==> config.mk <==
export PLATFORM = sky130hd
export DESIGN_NAME = uart_8n1_transmitter
export DESIGN_NICKNAME = d
export VERILOG_FILES = /design/src/rtl/uart_8n1_pkg.sv /design/src/rtl/uart_tx_fifo.sv /design/src/rtl/uart_8n1_transmitter.sv
export SDC_FILE = /design/constraint.sdc
export NUM_CORES = 1
export LEC_CHECK = 0
export ABC_AREA = 1
export CAP_MARGIN = 20
export CORE_UTILIZATION = 55
export DETAILED_ROUTE_END_ITERATION = 8
export PLACE_DENSITY = 0.81
export REMOVE_ABC_BUFFERS = 1
export SKIP_CTS_REPAIR_TIMING = 1
export SLEW_MARGIN = 20
export SYNTH_ARGS = -nofsm -noshare
export SYNTH_HDL_FRONTEND = slang
export SYNTH_HIERARCHICAL = 1
export SYNTH_SLANG_ARGS = --single-unit
==> constraint.sdc <==
create_clock -name clk_baud_16x -period 1.9 [get_ports clk_baud_16x]
set_input_delay 0.57 -clock clk_baud_16x [delete_from_list [all_inputs] [get_ports clk_baud_16x]]
set_output_delay 0.57 -clock clk_baud_16x [all_outputs]
set_load 0.03 [all_outputs]
==> src/rtl/uart_8n1_pkg.sv <==
// ============================================================================
// Module   : uart_8n1_pkg
// Brief    : Shared framing constants and FSM state encoding for the 8N1 UART.
// Revision : 1.0
// ============================================================================
`default_nettype none

package uart_8n1_pkg;

  localparam int OVERSAMPLE = 16;
  localparam int DATA_BITS  = 8;
  localparam int TICK_W     = $clog2(OVERSAMPLE);
  localparam int BIT_W      = $clog2(DATA_BITS);

  localparam logic [TICK_W-1:0] LAST_TICK = TICK_W'(OVERSAMPLE - 1);
  localparam logic [BIT_W-1:0]  LAST_BIT  = BIT_W'(DATA_BITS - 1);

  typedef enum logic [1:0] {
    ST_IDLE  = 2'd0,
    ST_START = 2'd1,
    ST_DATA  = 2'd2,
    ST_STOP  = 2'd3
  } tx_state_t;

endpackage

`default_nettype wire

==> src/rtl/uart_tx_fifo.sv <==
// ============================================================================
// Module   : uart_tx_fifo
// Brief    : Byte FIFO of 2**ADDR_W entries with wrap-around pointers and count.
// Revision : 1.0
// ============================================================================
`default_nettype none

module uart_tx_fifo #(
  parameter int ADDR_W = 2,
  parameter int WIDTH  = 8
) (
  input  logic              i_clk,
  input  logic              i_rst_n,
  input  logic              i_push,
  input  logic              i_pop,
  input  logic [WIDTH-1:0]  i_data,
  output logic [WIDTH-1:0]  o_data,
  output logic              o_full,
  output logic              o_empty,
  output logic [ADDR_W:0]   o_count
);

  localparam int DEPTH = 1 << ADDR_W;

  logic [WIDTH-1:0]  r_mem [DEPTH];
  logic [ADDR_W-1:0] r_wr_ptr;
  logic [ADDR_W-1:0] r_rd_ptr;
  logic [ADDR_W:0]   r_count;
  logic              w_push;
  logic              w_pop;

  assign o_full  = (r_count == (ADDR_W + 1)'(DEPTH));
  assign o_empty = (r_count == '0);
  assign o_count = r_count;
  assign o_data  = r_mem[r_rd_ptr];

  assign w_push = i_push && !o_full;
  assign w_pop  = i_pop && !o_empty;

  always_ff @(posedge i_clk) begin
    if (w_push) begin
      r_mem[r_wr_ptr] <= i_data;
    end
  end

  always_ff @(posedge i_clk or negedge i_rst_n) begin
    if (!i_rst_n) begin
      r_wr_ptr <= '0;
      r_rd_ptr <= '0;
      r_count  <= '0;
    end else begin
      if (w_push) begin
        r_wr_ptr <= r_wr_ptr + 1'b1;
      end
      if (w_pop) begin
        r_rd_ptr <= r_rd_ptr + 1'b1;
      end
      // Simultaneous push and pop leave the occupancy unchanged.
      case ({w_push, w_pop})
        2'b10:   r_count <= r_count + 1'b1;
        2'b01:   r_count <= r_count - 1'b1;
        default: r_count <= r_count;
      endcase
    end
  end

endmodule

`default_nettype wire

==> src/rtl/uart_8n1_transmitter.sv <==
// ============================================================================
// Module   : uart_8n1_transmitter
// Brief    : 8N1 UART transmitter on a 16x baud clock. Define UART_TX_FIFO_EN
//            for a 2**FIFO_ADDR_W byte FIFO instead of a single holding register.
// Revision : 1.0
// ============================================================================
`default_nettype none

module uart_8n1_transmitter
  import uart_8n1_pkg::*;
#(
  parameter int FIFO_ADDR_W = 2
) (
  input  logic                 clk_baud_16x,
  input  logic                 reset_n,
  input  logic [DATA_BITS-1:0] xmit_data,
  input  logic                 xmit_write,
  output logic                 xmit_busy,
  output logic                 xmit_idle,
  output logic                 xmit_error,
  output logic                 tx
);

  logic                 w_push;
  logic                 w_pop;
  logic                 w_full;
  logic                 w_empty;
  logic                 w_last_tick;
  logic [FIFO_ADDR_W:0] w_count;
  logic [DATA_BITS-1:0] w_head;

  tx_state_t            r_state;
  logic [TICK_W-1:0]    r_tick;
  logic [BIT_W-1:0]     r_bit;
  logic [DATA_BITS-1:0] r_shift;
  logic                 r_tx;
  logic                 r_error;

  // A write is refused whenever the buffer was full at the start of the
  // cycle, even if the FSM frees a slot at the same edge.
  assign w_push      = xmit_write && !w_full;
  assign w_last_tick = (r_tick == LAST_TICK);
  assign w_pop       = !w_empty &&
                       ((r_state == ST_IDLE) || ((r_state == ST_STOP) && w_last_tick));

`ifdef UART_TX_FIFO_EN
  uart_tx_fifo #(
    .ADDR_W (FIFO_ADDR_W),
    .WIDTH  (DATA_BITS)
  ) u_fifo (
    .i_clk   (clk_baud_16x),
    .i_rst_n (reset_n),
    .i_push  (w_push),
    .i_pop   (w_pop),
    .i_data  (xmit_data),
    .o_data  (w_head),
    .o_full  (w_full),
    .o_empty (w_empty),
    .o_count (w_count)
  );
`else
  logic [DATA_BITS-1:0] r_hold;
  logic                 r_valid;

  always_ff @(posedge clk_baud_16x or negedge reset_n) begin
    if (!reset_n) begin
      r_hold  <= '0;
      r_valid <= 1'b0;
    end else if (w_push) begin
      r_hold  <= xmit_data;
      r_valid <= 1'b1;
    end else if (w_pop) begin
      r_valid <= 1'b0;
    end
  end

  assign w_head  = r_hold;
  assign w_full  = r_valid;
  assign w_empty = !r_valid;
  assign w_count = {{FIFO_ADDR_W{1'b0}}, r_valid};
`endif

  always_ff @(posedge clk_baud_16x or negedge reset_n) begin
    if (!reset_n) begin
      r_state <= ST_IDLE;
      r_tick  <= '0;
      r_bit   <= '0;
      r_shift <= '0;
      r_tx    <= 1'b1;
    end else begin
      case (r_state)
        ST_IDLE: begin
          if (w_pop) begin
            r_shift <= w_head;
            r_tick  <= '0;
            r_tx    <= 1'b0;
            r_state <= ST_START;
          end
        end
        ST_START: begin
          r_tick <= r_tick + 1'b1;
          if (w_last_tick) begin
            r_bit   <= '0;
            r_tx    <= r_shift[0];
            r_state <= ST_DATA;
          end
        end
        ST_DATA: begin
          r_tick <= r_tick + 1'b1;
          if (w_last_tick) begin
            if (r_bit == LAST_BIT) begin
              r_tx    <= 1'b1;
              r_state <= ST_STOP;
            end else begin
              r_shift <= r_shift >> 1;
              r_tx    <= r_shift[1];
              r_bit   <= r_bit + 1'b1;
            end
          end
        end
        ST_STOP: begin
          r_tick <= r_tick + 1'b1;
          // Chaining straight into the next start bit keeps frames gap-free.
          if (w_last_tick) begin
            if (w_pop) begin
              r_shift <= w_head;
              r_tx    <= 1'b0;
              r_state <= ST_START;
            end else begin
              r_state <= ST_IDLE;
            end
          end
        end
        default: begin
          r_tx    <= 1'b1;
          r_state <= ST_IDLE;
        end
      endcase
    end
  end

  always_ff @(posedge clk_baud_16x or negedge reset_n) begin
    if (!reset_n) begin
      r_error <= 1'b0;
    end else begin
      r_error <= xmit_write && w_full;
    end
  end

  assign tx         = r_tx;
  assign xmit_busy  = w_full;
  assign xmit_error = r_error;
  assign xmit_idle  = (r_state == ST_IDLE) && (w_count == '0);

endmodule

`default_nettype wire

==> run_summary.xml <==
<?xml version="1.0" encoding="UTF-8"?>
<metrics>
  <group name="status">
    <metric name="status" unit="">finished, violations left</metric>
    <metric name="failed_checks" unit="">setup timing</metric>
  </group>
  <group name="power_and_ir_drop">
    <metric name="p_comb_frac" unit="">0.111</metric>
    <metric name="p_seq_frac" unit="">0.617</metric>
    <metric name="total_leakage_power" unit="nW">0.875</metric>
    <metric name="intPower" unit="mW">0.856</metric>
    <metric name="power_switching_share" unit="">0.239</metric>
    <metric name="power_switching" unit="mW">0.269</metric>
    <metric name="power.density_cell_area" unit="nW/um^2">650</metric>
    <metric name="worst_ir_drop_vdd" unit="mV">0.705</metric>
    <metric name="clock_power_share" unit="">0.272</metric>
  </group>
  <group name="die">
    <metric name="placementRows" unit="">18</metric>
    <metric name="die_h" unit="um">53.0</metric>
    <metric name="floorplan.initialDensity" unit="">0.578</metric>
    <metric name="die_area" unit="sq um">2810</metric>
    <metric name="die_width" unit="um">53.0</metric>
    <metric name="core_area" unit="sq um">2480</metric>
    <metric name="floorplan.io_pins" unit="">15</metric>
  </group>
  <group name="timing">
    <metric name="transition_at_the_pin_with_the_smallest_max_transition_slack" unit="ns">0.359</metric>
    <metric name="final.setup_skew" unit="ns">0.00980</metric>
    <metric name="number_of_max_slew_violations_in_the_final_report" unit="">0</metric>
    <metric name="min_period" unit="ns">1.92</metric>
    <metric name="setup_tns" unit="ns">-0.0178</metric>
    <metric name="worst_setup_slack_final" unit="ns">-0.0178</metric>
    <metric name="timing.final.crit_share" unit="">1.01</metric>
    <metric name="setup_viol" unit="">1</metric>
    <metric name="fmax" unit="MHz">521</metric>
    <metric name="relSlewSlack" unit="">0.761</metric>
    <metric name="final_hold_viol_count" unit="">0</metric>
    <metric name="grt_setup_unrepaired" unit="">true</metric>
  </group>
  <group name="placed_design">
    <metric name="pre_cts_ws" unit="ns">0.163</metric>
    <metric name="placed_cells" unit="">189</metric>
    <metric name="io_buffer_count" unit="">14</metric>
    <metric name="gp_routability_congestion" unit="">0.808</metric>
    <metric name="place_hpwl" unit="um">1790</metric>
  </group>
  <group name="clocking">
    <metric name="max-clock-path-buffers" unit="">2</metric>
    <metric name="clock_sink_count" unit="">28</metric>
    <metric name="clock_tree.htree_level_count" unit="">1</metric>
    <metric name="worst_setup_hold_path_clk_slew" unit="ns">0.16</metric>
    <metric name="cts_tree" unit="">yes</metric>
    <metric name="numCtsBuffers" unit="">3</metric>
    <metric name="clk_root_buffer_cell" unit="">sky130_fd_sc_hd__clkbuf_4</metric>
    <metric name="insertion_delay_of_the_later_clocked_pin_in_the_worst_skew_pair" unit="ns">0.34</metric>
  </group>
  <group name="grt">
    <metric name="grt_util_all_layers" unit="">0.186</metric>
    <metric name="grt_pass1_wl" unit="um">3760</metric>
    <metric name="antenna_found_initial" unit="">0</metric>
    <metric name="grt_pass1_vias" unit="">902</metric>
    <metric name="gr-total-overflow" unit="">0</metric>
    <metric name="pin_count_of_the_biggest_net_entering_global_routing" unit="">29</metric>
  </group>
  <group name="final_layout">
    <metric name="antennaDiodeCount" unit="">0</metric>
    <metric name="filler_cell_count" unit="">198</metric>
    <metric name="post_route_cells_drive_above_1_share" unit="">0.278</metric>
    <metric name="final_core_utilization" unit="">0.699</metric>
    <metric name="final_cell_count_no_fill" unit="">199</metric>
    <metric name="num-nets-final" unit="">190</metric>
    <metric name="synthToLayoutAreaGrowth" unit="%">21.0</metric>
  </group>
  <group name="yosys">
    <metric name="synth_seq_cells" unit="">28</metric>
    <metric name="syn-instance-count" unit="">143</metric>
    <metric name="synthDistinctLibCells" unit="">24</metric>
    <metric name="synth_seq_area_share" unit="">0.490</metric>
    <metric name="number_of_enable_flip_flop_cells_after_synthesis" unit="">0</metric>
    <metric name="post_synth.cell_area_avg" unit="sq um">10.0</metric>
    <metric name="synthMostInstantiatedCell" unit="">sky130_fd_sc_hd__nand2_1</metric>
    <metric name="yosys.area.top_type" unit="">sky130_fd_sc_hd__dfrtp_1</metric>
    <metric name="synthesis.area" unit="sq um">1430</metric>
    <metric name="synthDominantCellAreaShare" unit="">0.472</metric>
    <metric name="postSynth.topFlopCell" unit="">sky130_fd_sc_hd__dfrtp_1</metric>
    <metric name="yosysWarningCount" unit="">6</metric>
    <metric name="synth-async-reset-ratio" unit="">1.00</metric>
    <metric name="synth_common_cells" unit="">33 x sky130_fd_sc_hd__nand2_1, 27 x sky130_fd_sc_hd__dfrtp_1, 11 x sky130_fd_sc_hd__inv_1, 9 x sky130_fd_sc_hd__ha_1, 9 x sky130_fd_sc_hd__o21ai_2</metric>
    <metric name="yosys-top-cells-area" unit="">sky130_fd_sc_hd__dfrtp_1 47%, sky130_fd_sc_hd__nand2_1 8.7%, sky130_fd_sc_hd__ha_1 7.9%</metric>
  </group>
  <group name="critical_path">
    <metric name="critical_path_arrival" unit="ns">1.35</metric>
    <metric name="startpoint_type" unit="">flip-flop</metric>
    <metric name="critical-path-slowest-cell" unit="">sky130_fd_sc_hd__dfrtp_2</metric>
    <metric name="setup.worst_path.class" unit="">reg -&gt; out</metric>
    <metric name="crit_chain" unit="">inv_4 -&gt; ha_4 -&gt; inv_2 -&gt; nor2_4 -&gt; buf_6</metric>
    <metric name="timing.critical_path.fanout_max" unit="">5</metric>
    <metric name="end_kind" unit="">primary output</metric>
    <metric name="worst-endpoint-required" unit="ns">1.33</metric>
    <metric name="critical_path.max_stage_delay" unit="ns">0.49</metric>
  </group>
  <group name="drt">
    <metric name="drt_pre_antenna_iters" unit="">4</metric>
    <metric name="detail-route-antenna-nets" unit="">0</metric>
    <metric name="detail_route.drc_violations" unit="">0</metric>
    <metric name="drtIter0Drc" unit="">24</metric>
    <metric name="viasPerCell" unit="">5.38</metric>
    <metric name="routedWlPerCell" unit="um">13.2</metric>
    <metric name="number_of_vias_in_the_routed_layout" unit="">1070</metric>
    <metric name="detailed_route_wire_length" unit="um">2630</metric>
  </group>
  <group name="flow_run">
    <metric name="cap_viol_max_count" unit="">0</metric>
  </group>
  <group name="hold_path">
    <metric name="hold_path.class" unit="">reg -&gt; reg</metric>
  </group>
</metrics>
==> power by group through the flow <==
stage          Combinational, mW  Sequential [mW]  Clock, mW
3_3_place_gp               0.120            0.701          0
6_report                   0.125            0.694      0.306
3_5_place_dp               0.128            0.707          0
5_1_grt                    0.136            0.699      0.319
4_1_cts                    0.128            0.694      0.307
2_1_floorplan             0.0643            0.704          0
==> critical path: cells and delay by family (launching register included) <==
family	cells	cell delay, ns
DFF	1	0.49
adders and majority gates	1	0.13
buffers and inverters	3	0.27
and+or+nand+nor	1	0.11
==> kinds of logic after synthesis <==
| family | Yosys count | synth area share |
|---|---|---|
| XOR/XNOR | 1 | 0.00612 |
| multiplexers | 14 | 0.105 |
| adder cells (fa/ha/maj) | 9 | 0.0787 |
| AND/OR/NAND/NOR | 49 | 0.152 |
| flip-flops | 28 | 0.490 |
| AO/OA/AOI/OAI | 26 | 0.118 |
| buffers and inverters | 16 | 0.0498 |
==> final cells by class <==
type	instances	area (sq um)	share of cell area
Sequential cell	28	703	0.406
Multi-Input combinational cell	99	676	0.390
Inverter	14	55.1	0.0318
Clock buffer	4	36.3	0.0210
Timing Repair Buffer	24	224	0.129
Tap cell	30	37.5	0.0217
==> registers in the layout (all words and copies together) (netlist names) <==
name        flops
r_shift         8
r_hold          8
r_bit           3
r_tick          4
xmit_error      1
r_state         2
xmit_busy       1
tx              1
==> through the flow <==
step | total power [mW] | hold slack, ns | cell area [sq um]
2_1_floorplan | 0.768 | 0.274 | 1410
3_3_place_gp | 0.821 | 0.452 | 1620
3_5_place_dp | 0.834 | 0.456 | 1620
4_1_cts | 1.13 | 0.477 | 1650
5_1_grt | 1.15 | 0.507 | 1730
6_report | 1.13 | 0.471 | 1730
==> final timing paths <==
path                            start         end  slack [ns]  depth (start not counted)
setup / recovery           r_state[0]   xmit_idle       -0.02                          5
hold / removal                     tx          tx        0.47                          2
setup reg to reg           r_state[0]  r_shift[4]        0.12                          8
hold reg to reg                    tx          tx        0.47                          2
max in group asynchronous     reset_n          tx        1.01                          2
min in group asynchronous     reset_n   r_tick[3]        0.58                          2
==> metal layers <==
| layer | GRT usage | part of all wire | vias up |
|---|---|---|---|
| met5 | 0 | 0 | - |
| met4 | 0.0526 | 0.011 | 0 |
| li1 | - | - | 522 |
| met1 | 0.212 | 0.41 | 521 |
| met2 | 0.346 | 0.54 | 24 |
| met3 | 0.0345 | 0.033 | 3 |
==> placed cells by master, fill, tap and decap left out <==
master / instances
sky130_fd_sc_hd__a21boi_0: 1
sky130_fd_sc_hd__a21oi_1: 6
sky130_fd_sc_hd__buf_4: 10
sky130_fd_sc_hd__buf_6: 1
sky130_fd_sc_hd__clkbuf_4: 3
sky130_fd_sc_hd__clkbuf_8: 1
sky130_fd_sc_hd__clkdlybuf4s50_1: 10
sky130_fd_sc_hd__clkinv_1: 1
sky130_fd_sc_hd__dfrtp_1: 26
sky130_fd_sc_hd__dfrtp_2: 1
sky130_fd_sc_hd__dfstp_2: 1
sky130_fd_sc_hd__dlymetal6s2s_1: 3
sky130_fd_sc_hd__ha_1: 8
sky130_fd_sc_hd__ha_4: 1
sky130_fd_sc_hd__inv_1: 8
sky130_fd_sc_hd__inv_2: 4
sky130_fd_sc_hd__inv_4: 1
sky130_fd_sc_hd__mux2_2: 8
sky130_fd_sc_hd__mux2i_1: 6
sky130_fd_sc_hd__nand2_1: 33
sky130_fd_sc_hd__nand2_2: 4
sky130_fd_sc_hd__nand2_4: 1
sky130_fd_sc_hd__nand3_1: 7
sky130_fd_sc_hd__nand4_1: 1
sky130_fd_sc_hd__nor2_1: 1
sky130_fd_sc_hd__nor2_2: 1
sky130_fd_sc_hd__nor2_4: 1
sky130_fd_sc_hd__o21ai_0: 5
sky130_fd_sc_hd__o21ai_1: 4
sky130_fd_sc_hd__o21ai_2: 9
sky130_fd_sc_hd__o21bai_1: 1
sky130_fd_sc_hd__xnor2_1: 1
Note: power is estimated with default switching activity, not from simulation.
